[config.mk]
export PLATFORM = sky130hd
export DESIGN_NAME = keypad_scan
export DESIGN_NICKNAME = d
export VERILOG_FILES = /design/src/rtl/keypad_pkg.sv /design/src/rtl/keypad_debounce.sv /design/src/rtl/keypad_scan.sv
export SDC_FILE = /design/constraint.sdc
export NUM_CORES = 1
export LEC_CHECK = 0
export CORE_MARGIN = 2
export CORE_UTILIZATION = 30
export DETAILED_ROUTE_END_ITERATION = 8
export SETUP_SLACK_MARGIN = 0.5
export SYNTH_ARGS = -nofsm -noshare
export SYNTH_HDL_FRONTEND = slang
export SYNTH_HIERARCHICAL = 1
export SYNTH_SLANG_ARGS = --single-unit
export TNS_END_PERCENT = 5
[constraint.sdc]
create_clock -name iCLK -period 12.6 [get_ports iCLK]
set_clock_uncertainty 0.15 [all_clocks]
set_input_delay 2.52 -clock iCLK [delete_from_list [all_inputs] [get_ports iCLK]]
set_output_delay 2.52 -clock iCLK [all_outputs]
set_load 0.05 [all_outputs]
[src/rtl/keypad_pkg.sv]
// Shared types and constants for the keypad scanner and its debouncer.
// Frame results are a kind tag plus the key code, which is only meaningful for RES_KEY.
package keypad_pkg;

    localparam int NIBBLES = 6;
    localparam logic [3:0] KEY_CLR = 4'hA;
    localparam logic [3:0] KEY_BS  = 4'hB;

    typedef enum logic [1:0] {
        RES_NONE  = 2'd0,
        RES_KEY   = 2'd1,
        RES_MULTI = 2'd2
    } res_kind_t;

    typedef struct packed {
        res_kind_t  kind;
        logic [3:0] key;
    } frame_res_t;

    // Bit i of hits is row i[3:2], column i[1:0], so a lone hit's index is the key code.
    // The key field is forced to zero unless exactly one bit is set, so whole-struct
    // equality is a valid "same result" test.
    function automatic frame_res_t classify(input logic [15:0] hits);
        frame_res_t res;
        int         n;
        res.kind = RES_NONE;
        res.key  = 4'd0;
        n        = 0;
        for (int i = 0; i < 16; i++) begin
            if (hits[i]) begin
                n++;
                res.key = 4'(i);
            end
        end
        if (n == 1) begin
            res.kind = RES_KEY;
        end else if (n > 1) begin
            res.kind = RES_MULTI;
            res.key  = 4'd0;
        end
        return res;
    endfunction

endpackage

[src/rtl/keypad_debounce.sv]
// Frame-rate debouncer: a result must repeat DEBOUNCE frames before it is adopted.
// A NONE->KEY adoption raises a one-cycle press strobe; KEYPAD_REPEAT_EN adds auto-repeat.
module keypad_debounce
    import keypad_pkg::*;
#(
    parameter int DEBOUNCE     = 4,
    parameter int REPEAT_DELAY = 64,
    parameter int REPEAT_RATE  = 16
) (
    input  logic       clk,
    input  logic       rst,
    input  logic       frame_tick,
    input  frame_res_t res,
    output frame_res_t db_res,
    output logic       press
);

    localparam logic [3:0] DB_N = 4'(DEBOUNCE);

    if (DEBOUNCE < 1 || DEBOUNCE > 15 || REPEAT_DELAY < 1 || REPEAT_DELAY > 255 ||
        REPEAT_RATE < 1 || REPEAT_RATE > 255) begin : g_bad_cfg
        $error("keypad_debounce: parameter out of range");
    end

    frame_res_t prev;
    frame_res_t state_next;
    logic [3:0] cnt;
    logic [3:0] cnt_next;
    logic       press_next;
    logic       event_next;

    // NOTE: every variable gets a default before any branch so no latch is inferred.
    always_comb begin
        cnt_next   = cnt;
        state_next = db_res;
        press_next = 1'b0;
        if (frame_tick) begin
            if (res == prev) begin
                cnt_next = (cnt < DB_N) ? cnt + 4'd1 : cnt;
            end else begin
                cnt_next = 4'd1;
            end
            if (cnt_next == DB_N) begin
                state_next = res;
            end
            press_next = (db_res.kind == RES_NONE) && (state_next.kind == RES_KEY);
        end
    end

`ifdef KEYPAD_REPEAT_EN
    logic [7:0] rep_cnt;
    logic       rep_first;
    logic       armed;
    logic       rep_fire;

    // Only a genuine press arms the repeater, so a key left over from MULTI never repeats.
    always_comb begin
        rep_fire = 1'b0;
        if (frame_tick && armed && (state_next == db_res)) begin
            rep_fire = (rep_cnt + 8'd1) ==
                       (rep_first ? 8'(REPEAT_DELAY) : 8'(REPEAT_RATE));
        end
    end

    always_ff @(posedge clk) begin
        if (rst) begin
            rep_cnt   <= 8'd0;
            rep_first <= 1'b1;
            armed     <= 1'b0;
        end else if (frame_tick) begin
            if (state_next != db_res) begin
                rep_cnt   <= 8'd0;
                rep_first <= 1'b1;
                armed     <= press_next;
            end else if (rep_fire) begin
                rep_cnt   <= 8'd0;
                rep_first <= 1'b0;
            end else if (armed) begin
                rep_cnt <= rep_cnt + 8'd1;
            end
        end
    end

    assign event_next = press_next | rep_fire;
`else
    assign event_next = press_next;
`endif

    always_ff @(posedge clk) begin
        if (rst) begin
            prev   <= '{kind: RES_NONE, key: 4'd0};
            db_res <= '{kind: RES_NONE, key: 4'd0};
            cnt    <= 4'd0;
            press  <= 1'b0;
        end else begin
            if (frame_tick) begin
                prev <= res;
            end
            cnt    <= cnt_next;
            db_res <= state_next;
            press  <= event_next;
        end
    end

endmodule

[src/rtl/keypad_scan.sv]
// 4x4 active-low matrix scanner with debounced key events and a six-nibble entry register.
// Define KEYPAD_REPEAT_EN to enable auto-repeat while a key stays held.
module keypad_scan
    import keypad_pkg::*;
#(
    parameter logic [15:0] SCAN_DIV     = 16'd1024,
    parameter int          DEBOUNCE     = 4,
    parameter int          REPEAT_DELAY = 64,
    parameter int          REPEAT_RATE  = 16
) (
    input  logic                   iCLK,
    input  logic                   iRST,
    input  logic [3:0]             iCol,
    input  logic                   iIsHex,
    output logic [3:0]             oRow,
    output logic [3:0]             oKey,
    output logic                   oKeyValid,
    output logic                   oPressed,
    output logic [4*NIBBLES-1:0]   oNum
);

    if (SCAN_DIV < 16'd2) begin : g_bad_div
        $error("keypad_scan: SCAN_DIV must be at least 2");
    end

    logic [15:0]      slot;
    logic [1:0]       row;
    logic [2:0][3:0]  hits;
    logic             slot_last;
    logic             frame_tick;
    frame_res_t       res;
    frame_res_t       db_res;
    logic             press;

    assign slot_last  = (slot == SCAN_DIV - 16'd1);
    assign frame_tick = slot_last && (row == 2'd3);
    assign oRow       = ~(4'b0001 << row);

    // Row 3 is classified straight from the pins on the same edge it is sampled.
    assign res = classify({~iCol, hits});

    always_ff @(posedge iCLK) begin
        if (iRST) begin
            slot <= 16'd0;
            row  <= 2'd0;
            hits <= '0;
        end else if (slot_last) begin
            slot <= 16'd0;
            row  <= row + 2'd1;
            case (row)
                2'd0:    hits[0] <= ~iCol;
                2'd1:    hits[1] <= ~iCol;
                2'd2:    hits[2] <= ~iCol;
                default: ;
            endcase
        end else begin
            slot <= slot + 16'd1;
        end
    end

    keypad_debounce #(
        .DEBOUNCE     (DEBOUNCE),
        .REPEAT_DELAY (REPEAT_DELAY),
        .REPEAT_RATE  (REPEAT_RATE)
    ) u_debounce (
        .clk        (iCLK),
        .rst        (iRST),
        .frame_tick (frame_tick),
        .res        (res),
        .db_res     (db_res),
        .press      (press)
    );

    assign oPressed = (db_res.kind == RES_KEY);

    // Hex mode shifts in every key; decimal mode reserves A/B for edit commands.
    always_ff @(posedge iCLK) begin
        if (iRST) begin
            oKeyValid <= 1'b0;
            oKey      <= 4'd0;
            oNum      <= '0;
        end else begin
            oKeyValid <= press;
            if (press) begin
                oKey <= db_res.key;
                if (iIsHex || db_res.key <= 4'd9) begin
                    oNum <= {oNum[4*NIBBLES-5:0], db_res.key};
                end else if (db_res.key == KEY_CLR) begin
                    oNum <= '0;
                end else if (db_res.key == KEY_BS) begin
                    oNum <= {4'h0, oNum[4*NIBBLES-1:4]};
                end
            end
        end
    end

endmodule
### After elaboration in Yosys (flattened, before gate mapping)

Index checks and enable logic that the tools add are counted.

| operators by class | value |
|---|---|
| add/sub/neg operators | 18 |
| $lt $le $gt $ge | 3 |
| equal/unequal tests | 12 |
| shift-type cells | 1 |
| muxes and demuxes | 42 |
| bitwise gates (word level) | 3 |
| reductions and logical operators | 13 |

Operators by type and width:

| cell | number |
|---|---|
| 32-bit by 2-bit adder with 32-bit output (second input constant) | 15 |
| 32-bit 2-to-1 mux | 15 |
| 24-bit 2-to-1 mux | 3 |
| 4-bit 2-to-1 mux | 18 |
| 32-bit by 2-bit equality test with 1-bit output (second input constant) | 1 |
| 32-bit by 2-bit > comparator with 1-bit output (second input constant) | 1 |
| 6-bit 2-to-1 mux | 3 |
| 16-bit by 1-bit adder with 16-bit output (second input constant) | 1 |
| 16-bit by 10-bit equality test with 1-bit output (second input constant) | 1 |
| 2-bit AND reduction | 5 |
| 4-bit equality test (second input constant) | 2 |
| 4-bit inverter | 2 |
| 2-bit by 1-bit equality test with 1-bit output (second input constant) | 3 |
| 6-bit equality test | 1 |
| 4-bit by 1-bit adder with 4-bit output (second input constant) | 1 |
| 2-bit equality test (second input constant) | 2 |
| 4-bit by 3-bit equality test with 1-bit output (second input constant) | 1 |
| 4-bit <= comparator (second input constant) | 1 |
| 2-bit logical NOT | 2 |
| 4-bit by 3-bit < comparator with 1-bit output (second input constant) | 1 |
| 2-bit OR reduction | 2 |
| 1-bit by 2-bit << shifter with 4-bit output (first input constant) | 1 |
| 3-bit nonzero test | 1 |
| 2-bit by 1-bit adder with 2-bit output (second input constant) | 1 |
| 6 further kinds | 8 |

| word-level totals | value |
|---|---|
| flip-flop bits (word level) | 76 |
| input port bits | 7 |
| output and inout port bits | 34 |
| logic and storage cells | 106 |

### Depth between registers and ports, before layout

Gate-level depths: netlist of the first run.

| depth | value |
|---|---|
| depth after elaboration | 42 |
| gate-level depth with buffers | 52 |
| gate-level depth less buffers | 52 |

### Modules after synthesis

Netlist of the first run, hierarchy kept.

Modules (own cells, without submodules):

| module | instances | cells each | area an instance (sq um) | seq. area each (sq um) |
|---|---|---|---|---|
| keypad_scan | 1 | 585 | 4599.4 | 1181.1 |
| keypad_debounce | 1 | 82 | 842.1 | 340.3 |

### Least setup slack after synthesis of the first run

Ideal clock, no wire load.

| path | value |
|---|---|
| path kind | register -> register |
| start point | register hits[1] (netlist bit) |
| end point | register u_debounce/db_res[0] (netlist name) |
| library setup time | 72 ps |
| data arrival time | 9854 ps |
| data required time | 12378 ps |
| setup slack | 2524 ps |
| cell stages (with the launch flop) | 53 |
| path buffers | 1 |
| period minus slack after synthesis | 10076 ps |
| cell sequence | dfxtp_1 -> inv_1 -> ha_1 -> buf_2 -> xnor3_2 -> inv_2 -> ha_1 -> nand2b_1 -> o41ai_4 -> nor2_1 -> ha_1 -> nand2_1 -> o31ai_1 -> ha_1 -> nor2b_1 -> o21ba_2 -> ha_1 -> nand2_1 -> [17 not listed] -> a22o_1 -> a21oi_1 -> inv_1 -> ha_1 -> nor2_1 -> a21oi_1 -> ha_1 -> nand2b_1 -> nand2_1 -> ha_1 -> or4_1 -> o31ai_1 -> o22a_1 -> nor4b_1 -> xnor2_1 -> nand2_1 -> nor3_4 -> mux2i_1 |

RTL lines:

| item | line | source |
|---|---|---|
| from (decl) | keypad_scan.sv:28 | `logic [2:0][3:0] hits;` |

==> metrics.md, run 1 <==
| Metric | Value |
|---|---|
| Status | complete, no violations |
| Worst VDD drop | 0.0000624 V |
| Clock Sinks | 76 |
| Die outline height | 139 um |
| Sw frac | 0.235 |
| All-Layer GR Usage | 0.128 |
| Clk pwr share | 0.465 |
| Worst setup SP type | register |
| Syn_area_per_cell | 8.16 um2 |
| Minimum clock period | 11090 ps |
| Cell Rows | 49 |
| RR Startpoint | hits[1] |
| Die Span X | 139 um |
| CP peak stage delay | 540 ps |
| Hold Path Sink | u_debounce/cnt[3] |
| Final net count | 716 |
| Gpl congestion | 0.788 |
| Fin. max-slew vios | 0 |
| Vias per std cell | 4.89 |
| Starting Density | 0.304 |
| CTS tree | built |
| Hpwl dp | 8840 um |
| Synthesized instance count | 667 |
| Share of cells above drive strength 1 | 0.0925 |
| Maxcap violations | 0 |
| Flops & latches, synth | 76 |
| Register share of total power | 0.461 |
| Vias after detailed routing | 4505 |
| Int Power | 0.401 mW |
| Netlist cell types | 82 |
| FMAX | 90.2 MHz |
| Ys flop type | dfxtp_1 |
| Area grow syn2layout | 15.6% |
| Later-pin clock latency in the skew report | 340 ps |
| Ys Warns | 6 |
| P_leak | 2.32 nW |
| Worst slew pin tran | 885 ps |
| Sequential area share after synthesis | 0.280 |
| Die ar. | 19200 um2 |
| Hold Buf Count CTS | 0 |
| Number of flops mapped to enable cells by yosys | 0 |
| Slew margin rel. | 0.406 |
| WP buf/inv | 3 |
| Max FO, Critical Path | 8 |
| WS Path Type | reg2reg |
| Antenna diodes | 0 |
| Reg-to-reg slack, setup | 1510 ps |
| Reg2Reg Depth | 51 |
| Switch Pwr | 0.124 mW |
| Setup TNS | 0 ps |
| CP Data Arrival Time | 11200 ps |
| Crit path capture type | register |
| H-tree lvl count | 3 |
| Filler cell count in the final layout | 1886 |
| Core area | 17900 um2 |
| Final setup fails | 0 |
| Final period util | 0.880 |
| Hold Fails Final Rpt | 0 |
| Mapped Nets | 696 |
| Worst path top cell family by delay | adder cells |
| Pre-CTS setup slack | 1530 ps |
| Hold WC Path Type | reg2reg |
| Initial antenna violation count | 0 |
| Global-route wire length before repair | 20600 um |
| Largest net degree at the start of global routing | 71 |
| Total DRC errors in the routed layout | 0 |
| Clock Tree Root | clkbuf_16 |
| Comb pwr share | 0.074 |
| Mapped Area | 5440 um2 |
| RSZ-0062 raised after global routing | false |
| Crit path top cell by count | ha_1 |
| Post-CTS Setup Bufs | 0 |
| Vias in the first global route | 4124 |
| Post-route setup slack | 1510 ps |
| Final core utilization | 0.351 |
| GRT Residual Overflow | 0 |
| Worst Hold Depth | 2 |
| Worst endpoint required time | 12710 ps |
| # IOs | 41 |
| Crit Reg-Reg Endpoint | u_debounce/db_res[3] |
| Resized cells post-CTS | 0 |
| Ys async rst share | 0 |
| Clock-pin slew on the worst setup and hold paths | 60 ps |
| Pwr/cell area | 83.4 nW/um2 |
| Clk buf depth | 2 |
| CTS buffer count | 9 |
| Slowest cell on the critical path | nor4b_1 |
| Initial DRC Count | 229 |
| Drt total wl | 12200 um |
| I/O Buffers | 40 |
| Detail Route Antenna Nets | 0 |
| Routed len/inst | 13.2 um |
| Hold Crit Start | u_debounce/cnt[3] |
| DR pass1 iterations | 4 |
==> worst max path at each step <==
| stage | from | to | slack, ps | cells past startpoint |
|---|---|---|---|---|
| after floorplan | hits[1] | u_debounce/db_res[0] | 2520 | 52 |
| after detailed placement | hits[1] | u_debounce/db_res[3] | 1530 | 51 |
| final | hits[1] | u_debounce/db_res[3] | 1510 | 51 |
| after global routing | hits[1] | u_debounce/db_res[4] | 570 | 51 |
| after global placement | hits[1] | u_debounce/db_res[2] | 1790 | 51 |
| after CTS | hits[1] | u_debounce/db_res[3] | 1490 | 51 |
==> cell families (layout without fill, tap and decap cells) <==
family          count (synthesis)  count (layout)  synth area share
flops                          76              76             0.280
compound gates                129             129             0.156
mux                            24              24            0.0481
fa+ha+maj                      22              22            0.0506
simple gates                  296             296             0.275
buf+inv                        61              86            0.0458
xor+xnor                       59              59             0.145
==> cell type report <==
| class | count | area [um2] | area share |
|---|---|---|---|
| multi-input combinational | 530 | 3670 | 0.584 |
| timing repair buffer | 44 | 425 | 0.0676 |
| clock inverter | 5 | 35.0 | 0.00557 |
| clock buffer | 11 | 253 | 0.0402 |
| inverter | 26 | 97.6 | 0.0155 |
| sequential | 76 | 1520 | 0.242 |
| tap | 229 | 287 | 0.0456 |
==> power by group through the flow <==
stage                     combinational, mW  sequential (mW)  clock [mW]
after CTS                            0.0392            0.242       0.253
after detailed placement             0.0391            0.247           0
after floorplan                      0.0305            0.247           0
final                                0.0391            0.242       0.244
after global routing                 0.0440            0.242       0.262
after global placement               0.0387            0.247           0
==> worst min-delay path: stages, from the launching register on <==
cell      delay (ps)
dfxtp_1          320
inv_1             50
a211oi_1          30
==> cells in the mapped netlist (all sizes together), types with 3 or more instances <==
library cell	number	area (um2)
nor3	31	166
ha	22	275
dfxtp	76	1520
and3	6	52.6
o31a	3	26.3
a22o	3	26.3
a31oi	8	50.1
a32oi	4	35.0
nand3	11	55.1
or4	4	33.8
nor3b	8	65.1
o21ai	8	40.0
nor2b	9	56.3
nand4	6	43.8
o31ai	5	37.5
a31o	3	26.3
and4	4	37.5
inv	26	97.6
nand2	48	180
o211ai	3	22.5
buf	10	57.6
a21oi	63	319
nor4	3	18.8
or2	4	25.0
nor2	120	450
xnor3	11	254
xnor2	32	352
clkbuf	25	93.8
nor4b	4	41.3
nand2b	18	113
xor2	15	158
a211oi	7	57.6
mux2i	22	235
and2	10	62.6
==> flip-flops by register name (all words and copies together), names as in the netlist <==
| name | count |
|---|---|
| oNum | 24 |
| slot | 16 |
| hits | 12 |
| u_debounce/db_res | 6 |
| u_debounce/prev | 6 |
| oKey | 4 |
| u_debounce/cnt | 4 |
| row | 2 |
| oKeyValid | 1 |
| u_debounce/press | 1 |
==> metrics by stage <==
stage	hold slack [ps]	power [mW]	instances	cell area [um2]
after floorplan	273	0.278	667	5440
after global placement	286	0.286	905	6000
after detailed placement	288	0.286	905	6000
after CTS	297	0.534	921	6290
after global routing	329	0.548	921	6290
final	297	0.525	921	6290
==> cells in the final DEF, fill, tap and decap left out, types with 7 or more instances in the layout <==
master	netlist	layout
nor2_1	120	120
dfxtp_1	76	76
a21oi_1	62	62
nand2_1	48	48
clkdlybuf4s50_1	0	39
nor3_1	30	30
inv_1	25	25
xnor2_1	24	24
ha_1	22	22
nand2b_1	18	18
mux2i_1	18	18
xor2_1	13	13
nand3_1	11	11
and2_1	10	10
nor2b_1	9	9
clkbuf_16	0	9
a31oi_1	8	8
nor3b_1	7	7
xnor2_2	7	7
==> layer usage <==
| layer | global-route usage | vias to the layer above | share of wire |
|---|---|---|---|
| met5 | 0 | - | 0 |
| met4 | 0.0388 | 0 | 0.013 |
| met3 | 0.0242 | 13 | 0.023 |
| met2 | 0.209 | 46 | 0.46 |
| met1 | 0.172 | 2064 | 0.50 |
| li1 | - | 2382 | - |
Power figures use the tool's default switching activity.
==> run 2: changes to the inputs <==
--- a/config.mk
+++ b/config.mk
@@ -9,4 +9,5 @@
 export CORE_UTILIZATION = 30
 export DETAILED_ROUTE_END_ITERATION = 8
+export PLACE_DENSITY = 0.44
 export SETUP_SLACK_MARGIN = 0.5
 export SYNTH_ARGS = -nofsm -noshare
--- a/constraint.sdc
+++ b/constraint.sdc
@@ -3,3 +3,3 @@
 set_input_delay 2.52 -clock iCLK [delete_from_list [all_inputs] [get_ports iCLK]]
 set_output_delay 2.52 -clock iCLK [all_outputs]
-set_load 0.05 [all_outputs]
+set_load 0.02 [all_outputs]
==> run 2 against run 1 <==
Compared with the run above: combinational power up 3%; utilization up 0.17 points; hold slack better by 6.4 ps; die area unchanged; critical endpoint is now u_debounce/db_res[5].
==> metrics.md, run 2 (same netlist as run 1, synthesis figures left out) <==
| Metric | Value |
|---|---|
| Grt peak-use layer | met2 |
| CP peak stage delay | 520 ps |
| Initial antenna violation count | 0 |
| DR pass1 iterations | 5 |
| Commonest non-fill, non-tap cell in the layout | nor2_1 |
| GR Layer Usage met2 | 0.227 |
| Gpl congestion | 0.740 |
| Worst setup SP type | register |
| Routed len/inst | 14.4 um |
| Drt total wl | 13300 um |
| Clk buf depth | 2 |
| Vias in the first global route | 4549 |
| Die Span X | 139 um |
| Largest registers | oNum x24, slot x16, hits x12 |
| Slew margin rel. | 0.386 |
| P_leak | 2.33 nW |
| Setup TNS | 0 ps |
| Die outline height | 139 um |
| Crit path capture type | register |
| Pre-CTS setup slack | 1360 ps |
| Crit path top cell by count | ha_1 |
| Clock Tree Root | clkbuf_16 |
| WS Path Type | reg2reg |
| Clock Sinks | 76 |
| Most frequent cells in the layout | nor2_1 (120), dfxtp_1 (76), a21oi_1 (62) |
| Largest net degree at the start of global routing | 71 |
| Pwr/cell area | 86.4 nW/um2 |
| Clock-pin slew on the worst setup and hold paths | 60 ps |
| Largest Register | oNum |
| Area grow syn2layout | 16.2% |
| Final setup fails | 0 |
| Hold WC Path Type | reg2reg |
| Max FO, Critical Path | 8 |
| Minimum clock period | 11110 ps |
| Core area | 17900 um2 |
| Cell Rows | 49 |
| Final period util | 0.882 |
| FMAX | 90.0 MHz |
| Vias per std cell | 5.07 |
| Starting Density | 0.304 |
| Post-route setup slack | 1490 ps |
| # placed instances | 905 |
| Die ar. | 19200 um2 |
| Detail Route Antenna Nets | 0 |
| Slowest cell on the critical path | or4_1 |
| Antenna diodes | 0 |
| Final Cell Area | 6320 um2 |
| Final net count | 716 |
| Initial DRC Count | 210 |
| GRT Residual Overflow | 0 |
| Share of cells above drive strength 1 | 0.0954 |
| Placed inst area | 6000 um2 |
| Worst VDD drop | 0.0000658 V |
| Total DRC errors in the routed layout | 0 |
| Met3 GRT Util | 0.0262 |
| Met1 usage | 0.192 |
| CTS buffer count | 9 |
| Final cell count without fillers | 921 |
| Resized cells post-CTS | 0 |
| # IOs | 41 |
| Maxcap violations | 0 |
| All-Layer GR Usage | 0.141 |
| Hpwl dp | 9580 um |
| H-tree lvl count | 3 |
| Fin. max-slew vios | 0 |
| Hold Buf Count CTS | 0 |
| RSZ-0062 raised after global routing | false |
| CTS tree | built |
| Largest register FFs | 24 |
| Global-route wire length before repair | 22700 um |
| Vias after detailed routing | 4671 |
| Hold Fails Final Rpt | 0 |
| CP Data Arrival Time | 11220 ps |
| Status | complete, no violations |
| Worst endpoint required time | 12710 ps |
| I/O Buffers | 40 |
| Post-CTS Setup Bufs | 0 |
| Worst slew pin tran | 915 ps |
| Later-pin clock latency in the skew report | 340 ps |
==> run 2: through the flow <==
stage	utilization	total power [mW]	hold slack, ps
floorplan	-	0.278	273
global placement	0.335	0.287	286
detailed placement	0.335	0.287	294
CTS	0.352	0.552	305
global route	0.353	0.570	318
finish	0.353	0.546	303
==> run 2: cell type report <==
class | instances | area, um2
sequential | 76 | 1520
inverter | 26 | 97.6
fill | 1885 | 11600
tap | 229 | 287
multi-input combinational | 530 | 3690
timing repair buffer | 44 | 425
clock inverter | 5 | 58.8
clock buffer | 11 | 243
==> run 2: path summary, 6_finish.rpt <==
kind | startpoint | end | slack [ps] | cells after the start
max | hits[1] | u_debounce/db_res[5] | 1490 | 51
min | u_debounce/cnt[3] | u_debounce/cnt[3] | 300 | 2
max reg2reg | hits[1] | u_debounce/db_res[5] | 1490 | 51
min reg2reg | u_debounce/cnt[3] | u_debounce/cnt[3] | 300 | 2
==> run 2: power by group <==
part | leakage (nW) | switching [mW] | internal (mW)
registers | 0.612 | 0.000700 | 0.241
logic | 1.57 | 0.0238 | 0.0166
clock network | 0.142 | 0.105 | 0.159
==> run 2: layer usage <==
layer / share of wire / vias up
met4: 0.012 / 0
met2: 0.46 / 76
met5: 0 / -
li1: - / 2375
met3: 0.035 / 10
met1: 0.49 / 2210
==> run 2: worst max-delay path, delay by kind of cell, from the launching register on <==
family / cells / cell delay [ps]
flip-flops: 1 / 390
adder cells (fa/ha/maj): 13 / 4150
XOR/XNOR: 2 / 560
buffers and inverters: 3 / 270
AO/OA/AOI/OAI: 14 / 2190
AND/OR/NAND/NOR: 18 / 3070
multiplexers: 1 / 240
